==> src/rtl/bcd_timer_ctrl.sv <==
// Run/pause/clear sequencer for a cascaded BCD counter chain with prescaled
// count ticks, decade carry enables and a programmable BCD terminal value.
module bcd_timer_ctrl #(
    parameter int DIGITS   = 4,
    parameter int PRESCALE = 4
) (
    input  logic                  CLK,
    input  logic                  reset,
    input  logic                  start,
    input  logic                  stop,
    input  logic                  clear,
    input  logic [4*DIGITS-1:0]   limit,
    output logic [4*DIGITS-1:0]   A_count,
    output logic [DIGITS-1:0]     digit_en,
    output logic                  running,
    output logic                  done,
    output logic [1:0]            state
);

    // state   | meaning
    // S_IDLE  | count zeroed, waiting for start
    // S_RUN   | prescaler advancing, count increments on each tick
    // S_PAUSE | count and prescaler frozen, start resumes mid-period
    // S_DONE  | terminal value reached, count holds limit
    typedef enum logic [1:0] {
        S_IDLE  = 2'b00,
        S_RUN   = 2'b01,
        S_PAUSE = 2'b10,
        S_DONE  = 2'b11
    } state_t;

    localparam int             PW     = (PRESCALE > 1) ? $clog2(PRESCALE) : 1;
    localparam logic [PW-1:0]  P_LAST = PW'(PRESCALE - 1);

    state_t                state_q, state_d;
    logic [PW-1:0]         presc_q, presc_d;
    logic [4*DIGITS-1:0]   count_q, count_d;
    logic                  done_q, done_d;
    logic                  running_q, running_d;

    logic                  tick;
    logic                  carry;
    logic                  limit_ok;
    logic                  term;
    logic [4*DIGITS-1:0]   count_inc;

    assign tick = (state_q == S_RUN) && (presc_q == P_LAST) && !stop && !clear;

    always_ff @(posedge CLK or negedge reset) begin
        if (!reset) begin
            state_q   <= S_IDLE;
            presc_q   <= '0;
            count_q   <= '0;
            done_q    <= 1'b0;
            running_q <= 1'b0;
        end else begin
            state_q   <= state_d;
            presc_q   <= presc_d;
            count_q   <= count_d;
            done_q    <= done_d;
            running_q <= running_d;
        end
    end

    always_comb begin
        state_d = state_q;
        presc_d = presc_q;
        count_d = count_q;
        if (clear) begin
            state_d = S_IDLE;
            presc_d = '0;
            count_d = '0;
        end else begin
            case (state_q)
                S_IDLE: begin
                    if (start && !stop) begin
                        state_d = S_RUN;
                        presc_d = '0;
                    end
                end
                S_RUN: begin
                    count_d = count_inc;
                    // A stop landing on the last prescale cycle holds the
                    // prescaler there so the resume ticks on its first edge.
                    if (presc_q == P_LAST)
                        presc_d = tick ? '0 : presc_q;
                    else
                        presc_d = presc_q + 1'b1;
                    if (stop)
                        state_d = S_PAUSE;
                    else if (term)
                        state_d = S_DONE;
                end
                S_PAUSE: begin
                    if (start && !stop)
                        state_d = S_RUN;
                end
                S_DONE: begin
                    if (start && !stop) begin
                        state_d = S_RUN;
                        presc_d = '0;
                        count_d = '0;
                    end
                end
                default: state_d = S_IDLE;
            endcase
        end
        done_d    = term;
        running_d = (state_d == S_RUN);
    end

    always_comb begin
        digit_en  = '0;
        count_inc = count_q;
        carry     = tick;
        for (int k = 0; k < DIGITS; k++) begin
            digit_en[k] = carry;
            if (carry)
                count_inc[4*k +: 4] = (count_q[4*k +: 4] == 4'd9) ? 4'd0 : count_q[4*k +: 4] + 4'd1;
            carry = carry && (count_q[4*k +: 4] == 4'd9);
        end
    end

    // A zero or non-BCD limit can never match, so the chain free-runs.
    always_comb begin
        limit_ok = (limit != '0);
        for (int k = 0; k < DIGITS; k++) begin
            if (limit[4*k +: 4] > 4'd9)
                limit_ok = 1'b0;
        end
    end

    assign term    = tick && limit_ok && (count_inc == limit);

    assign A_count = count_q;
    assign running = running_q;
    assign done    = done_q;
    assign state   = state_q;

endmodule

==> config.mk <==
export PLATFORM = sky130hd
export DESIGN_NAME = bcd_timer_ctrl
export DESIGN_NICKNAME = d
export VERILOG_FILES = /design/src/rtl/bcd_timer_ctrl.sv
export SDC_FILE = /design/constraint.sdc
export NUM_CORES = 1
export LEC_CHECK = 0
export CAP_MARGIN = 20
export CORE_MARGIN = 2
export CORE_UTILIZATION = 53
export CTS_BUF_LIST = sky130_fd_sc_hd__clkbuf_2 sky130_fd_sc_hd__clkbuf_4 sky130_fd_sc_hd__clkbuf_8
export DETAILED_ROUTE_END_ITERATION = 8
export GPL_TIMING_DRIVEN = 0
export PLACE_DENSITY = 0.83
export RECOVER_POWER = 100
export SLEW_MARGIN = 25
export SYNTH_ARGS = -nofsm -noshare
export SYNTH_HDL_FRONTEND = slang
export SYNTH_SLANG_ARGS = --single-unit
==> constraint.sdc <==
create_clock -name CLK -period 3.1 [get_ports CLK]
set_input_delay 0.465 -clock CLK [delete_from_list [all_inputs] [get_ports CLK]]
set_output_delay 0.465 -clock CLK [all_outputs]
set_load 0.01 [all_outputs]
==> flow_metrics.env <==
export IMPL_status="finished clean"
export IMPL_yosys_area_top_type="dfrtp_1"
export IMPL_p_switching_w=0.000192
export IMPL_p_leak_nw=1.11
export IMPL_slew_viol_final=0
export IMPL_synth_common_cells="25 x o21ai_0, 22 x dfrtp_1, 19 x nor2_1"
export IMPL_syn_inst=233
export IMPL_yosys_cell_count_top_type="o21ai_0"
export IMPL_synth_seq_cells=22
export IMPL_fin_worst_skew_ns=0.00142
export IMPL_setup_viol=0
export IMPL_cts_hold_buf=0
export IMPL_cts_tree="yes"
export IMPL_p_clk_share_pct=32.4
export IMPL_drt_initial_drc_count=178
export IMPL_finalNonFillerCells=330
export IMPL_worstPathRequired_ns=2.63
export IMPL_max_clock_path_buffers=2
export IMPL_ys_async_sr_fraction_pct=100
export IMPL_grt_max_degree=23
export IMPL_ys_seq_area_share_pct=27.3
export IMPL_clk_latency_ns=0.27
export IMPL_power_density_mw_per_mm2=257
export IMPL_synth_edff_count=0
export IMPL_viasPerCell=6.02
export IMPL_cap_violations=0
export IMPL_clk_pin_slew_ns=0.08
export IMPL_crit_path_start_kind="primary input"
export IMPL_yosys_area_top_type_share_pct=27.3
export IMPL_ios=45
export IMPL_timing_final_crit_share_pct=94.7
export IMPL_hold_viol=0
export IMPL_std_cell_rows=22
export IMPL_final_area_sq_mm=0.00258
export IMPL_syn_avg_cell_area_sq_um=8.65
export IMPL_crit_path_end_kind="primary output"
export IMPL_ir_drop_v=0.000231
export IMPL_drive_gt1_share_pct=10.6
export IMPL_r2r_end="running"
export IMPL_fillerInstances=299
export IMPL_grt_pass1_wl_um=8630
export IMPL_synth_top_flop_cell="dfrtp_1"
export IMPL_overflow=0
export IMPL_initial_core_util_pct=55.1
export IMPL_tightest_slew_ns=1.20
export IMPL_fmax_mhz=341
export IMPL_port_buffers=44
export IMPL_route_vias_total=1985
export IMPL_drtPass1Iterations=4
export IMPL_internal_power_w=0.000472
export IMPL_syn_area_sq_mm=0.00202
export IMPL_ys_types=59
export IMPL_rsz0062_at_grt="no"
export IMPL_wire_per_inst_um=15.8
export IMPL_h_tree_depth=1
export IMPL_drc=0
export IMPL_nNetsFinal=316
export IMPL_design_core_area_sq_mm=0.00366
export IMPL_sequentialPowerShare_pct=45.6
export IMPL_yosysWarnings=0
export IMPL_dp_cells=325
export IMPL_gp_congestion=0.916
export IMPL_cts_buffers=3
export IMPL_crit_arrival_ns=2.47
export IMPL_post_dp_cell_area_sq_mm=0.00252
export IMPL_ctsRootBufferMaster="clkbuf_8"
export IMPL_r2r_start="A_count[1]"
export IMPL_area_growth_pct=28.2
export IMPL_grt_pass1_vias=1776
export IMPL_die_h_um=65.7
export IMPL_diodes=0
export IMPL_reg2reg_depth=15
export IMPL_drtAntennaViolNets=0
export IMPL_hold_path_class="primary input to async pin"
export IMPL_switching_share_pct=28.9
export IMPL_antenna_found_initial=0
export IMPL_relSlewSlack_pct=20.3
export IMPL_whs_ns=0.416
export IMPL_critical_path_class="primary input to primary output"
export IMPL_comb_power_share_pct=22.0
export IMPL_place_hpwl_um=3920
export IMPL_totalWireLength_um=5220
export IMPL_die_w_um=65.7
export IMPL_synthTopCellsByArea="dfrtp_1 27%, ha_1 7.4%, o21ai_0 6.2%, nor2_1 3.5%, a21oi_1 3.2%"
export IMPL_numClockSinks=22
export IMPL_regToRegSetupSlack_ns=0.23
export IMPL_syn_nets=266
export IMPL_die_area_sq_mm=0.00431
export IMPL_min_period_ns=2.93
export IMPL_cp_max_fo=7
export IMPL_grtUsageTotal_pct=25.9
## worst max-delay path, stage by stage
cell and delay, ns:
clkdlybuf4s50_1 0.48, nand4bb_4 0.32, inv_4 0.14, nand2_4 0.10, nor3_1 0.36, clkdlybuf4s50_1 0.61
## worst max-delay path by stage
| stage | cells past startpoint | to | from |
|---|---|---|---|
| floorplan | 10 | running | state[1] |
| global placement | 9 | running | clear |
| detailed placement | 9 | running | clear |
| CTS | 9 | running | clear |
| global route | 14 | running | stop |
| finish | 6 | digit_en[3] | stop |
## state kept, by name, indices dropped and copies added, names as in the netlist
signal and flops:
done 1, running 1, presc_q 2, state 2, A_count 16
## routing by layer
layer | GRT usage (%) | vias to the layer above | share of wire [%]
li1 | - | 977 | -
met2 | 41.4 | 75 | 46
met1 | 36.0 | 922 | 45
met4 | 9.38 | 0 | 2.1
met5 | 0 | - | 0
met3 | 3.08 | 11 | 7.1
## final cells by class
| type | instances | area, sq um | area share [%] |
|---|---|---|---|
| Multi-Input combinational cell | 189 | 1360 | 52.5 |
| Sequential cell | 22 | 551 | 21.3 |
| Timing Repair Buffer | 45 | 444 | 17.2 |
| Inverter | 14 | 60.1 | 2.32 |
| Tap cell | 48 | 60.1 | 2.32 |
| Buffer | 8 | 57.6 | 2.23 |
| Clock buffer | 4 | 55.1 | 2.13 |
## power groups by stage
stage | registers, W | logic (W) | clock network (W)
after floorplan | 0.000310 | 0.0000715 | 0
after global placement | 0.000308 | 0.000143 | 0
after detailed placement | 0.000309 | 0.000146 | 0
after CTS | 0.000303 | 0.000147 | 0.000219
after global routing | 0.000304 | 0.000160 | 0.000232
final | 0.000303 | 0.000146 | 0.000216
## stage by stage
step / setup TNS, ns / power, W / worst slack [ns] / util [%]
2_1_floorplan: 0 / 0.000382 / 0.565 / -
3_3_place_gp: -0.360 / 0.000451 / -0.196 / 68.7
3_5_place_dp: -0.448 / 0.000455 / -0.229 / 68.7
4_1_cts: 0 / 0.000669 / 0.0585 / 70.2
5_1_grt: 0 / 0.000696 / 0.00700 / 70.6
6_report: 0 / 0.000665 / 0.165 / 70.6
## kinds of logic (layout without fill, tap and decap cells)
kind of cell	after synthesis	after routing	share of synthesized area [%]
AOI/OAI and AO/OA	75	75	24.7
and+or+nand+nor	88	88	28.2
xor gates and xnor gates	8	8	3.48
muxes	6	6	2.98
DFF	22	22	27.3
buffers and inverters	22	71	5.83
adders and majority gates	12	12	7.45
## timing repair
| action | 4_1_cts | 5_1_grt |
|---|---|---|
| endpoints found under the hold margin | 0 | 0 |
| resized for setup | 0 | 4 |
| setup buffers | 0 | 1 |
| endpoints found under the setup margin | 0 | 4 |
## layout by cell type (no fill, tap or decap), types with 4 or more instances in the layout
master	count
clkdlybuf4s50_1	21
a21oi_1	13
nand3_1	6
nor3_1	5
nor4_1	5
a211oi_1	4
clkbuf_1	4
dfrtp_1	22
nand2_1	17
ha_1	12
nor4_2	4
a22o_1	5
o41ai_1	4
o21ai_0	25
nor2b_1	4
clkbuf_8	4
mux2i_1	6
inv_1	11
nor2_1	19
dlygate4sd3_1	21
xnor2_1	7
and3b_1	5
(Power assumes the default switching activity.)
==> RTL change (same flow settings) <==
Add an input register stage for `limit`; this delays it by one clock. The other inputs are not delayed to match.
--- a/src/rtl/bcd_timer_ctrl.sv
+++ b/src/rtl/bcd_timer_ctrl.sv
@@ -31,6 +31,12 @@
 
     localparam int             PW     = (PRESCALE > 1) ? $clog2(PRESCALE) : 1;
     localparam logic [PW-1:0]  P_LAST = PW'(PRESCALE - 1);
+
+    logic [4*DIGITS-1:0] limit_q;
+
+    always_ff @(posedge CLK) begin
+        limit_q <= limit;
+    end
 
     state_t                state_q, state_d;
     logic [PW-1:0]         presc_q, presc_d;
@@ -123,14 +129,14 @@
 
     // A zero or non-BCD limit can never match, so the chain free-runs.
     always_comb begin
-        limit_ok = (limit != '0);
+        limit_ok = (limit_q != '0);
         for (int k = 0; k < DIGITS; k++) begin
-            if (limit[4*k +: 4] > 4'd9)
+            if (limit_q[4*k +: 4] > 4'd9)
                 limit_ok = 1'b0;
         end
     end
 
-    assign term    = tick && limit_ok && (count_inc == limit);
+    assign term    = tick && limit_ok && (count_inc == limit_q);
 
     assign A_count = count_q;
     assign running = running_q;
Function: changed (a bounded check fails within 10 cycles, from zero or initial values and one cycle with reset low).
==> RTL change against the unedited design <==
Cell area grew 15%. Worst hold slack gained 0.010 ns. Routed wire length grew 14%. Worst setup slack lost 0.030 ns. Synthesized area grew 20%. Total power grew 47%. First-iteration DRC count grew 32%. Final cell count grew 13%. Sequential cell count grew 16. Largest power group unchanged.
==> RTL change: results (changes against the unedited design) <==
run_status:
  status: "finished, final reports clean"
critical_path:
  r2r_slack_ns: 0.14  # -0.09 ns
  r2r_start: "A_count[0]$_DFFE_PN0P_"
  crit_path_end: "running$_DFF_PN0_"
  r2r_cells: 10  # -5
  cp_max_fo: 10  # +3
  critPathArrivalTime_ns: 3.18  # +0.71 ns
route:
  drt_first_pass_iters: 5  # +1
  drt_iter0_drc: 235  # +32%
  vias: 2314  # +17%
  dr_wl_met3_um: 374  # +0.54%
  wl_per_cell_um: 16.0  # +1.1%
  wl_met2_mm: 2.84  # +18%
logic_synthesis:
  async_reset_ff_frac: 0.579  # -0.421
  syn-num-nets: 302  # +14%
  synth_cell_types: 61  # +3.4%
  synth_seq_area_share: 0.361  # +0.0879
  synth_commonest_cells: "o21ai_0 (30), dfrtp_1 (22), nand2_1 (22)"
power_and_ir_drop:
  leakage_nw: 1.32  # +18%
  irDropWorstVdd_mv: 0.278  # +21%
sta:
  min_period_ns: 2.96  # +0.0295 ns
  worst_pin_slew_ns: 1.25  # +0.0528 ns
grt:
  grt_pass1_wl_mm: 9.81  # +14%
  gr-usage-met3: 0.0394  # +0.00856
  grt_util_met2: 0.373  # -0.0407
  grt_usage: 0.241  # -0.0185
  grt_pass1_vias: 2114  # +19%
cells_and_area:
  nFillCells: 353  # +18%
  area_growth_pct: 23.4
  layout.nets: 353  # +12%
  drive_gt1_frac: 0.0935  # -0.0129
clock_network:
  numCtsBuffers: 5  # +2
  insertion_delay_ns: 0.29  # +0.02 ns
place:
  gp_congestion: 0.920  # +0.46%
  place_ws_ns: -0.00931  # +0.220 ns
  dpl_cell_area_um2: 2910  # +16%
  dp_hpwl_mm: 4.39  # +12%
-- RTL change: cell types whose count changed in the layout (fill, tap and decap cells not counted), sizes merged, moves of 4 or more --
cell           unedited run  this run
a211oi                    6         2
clkbuf                    8        13
clkdlybuf4s50            21         7
dfxtp                     0        16
dlygate4sd3              21        36
mux2i                     6         2
nand2                    19        23
nand3                     6        12
nor2                     19        13
o21ai                    26        30
o41ai                     4         8
-- RTL change: how the worst min path moves through the flow --
stage	to	slack, ns	depth (start not counted)
after floorplan	A_count[0]$_DFFE_PN0P_	0.17	0
after global placement	presc_q[1]$_DFFE_PN0P_	0.47	2
after detailed placement	A_count[8]$_DFFE_PN0P_	0.49	1
after CTS	A_count[11]$_DFFE_PN0P_	0.18	1
after global routing	A_count[11]$_DFFE_PN0P_	0.55	1
final	A_count[0]$_DFFE_PN0P_	0.43	1
-- RTL change: worst max-delay path: stages (launching register included) --
cell and delay [ns]:
dfrtp_1 0.48, ha_1 0.32, and3b_1 0.25, buf_6 0.16
nand4_1 0.27, o21ai_0 0.34, nand3b_1 0.11, nor4_1 0.34
and4_4 0.30, o311a_2 0.17, nor2b_1 0.14
-- RTL change: cell type report --
cell class | instances | area share
Timing Repair Buffer | 44 | 0.146
Sequential cell | 38 | 0.292
Tap cell | 52 | 0.0218
Multi-Input combinational cell | 204 | 0.461
Clock buffer | 8 | 0.0307
Buffer | 13 | 0.0303
Inverter | 14 | 0.0176
-- RTL change: cells by family after synthesis --
group / share of synthesized area
AOI/OAI and AO/OA: 0.226
xor gates and xnor gates: 0.0290
adders and majority gates: 0.0622
buffers and inverters: 0.0591
DFF: 0.361
muxes: 0.00830
and+or+nand+nor: 0.254
-- RTL change: where the power goes --
group	internal (mW)	switching [mW]
clock	0.186	0.161
combinational	0.0489	0.0543
sequential	0.508	0.0173
total	0.743	0.232
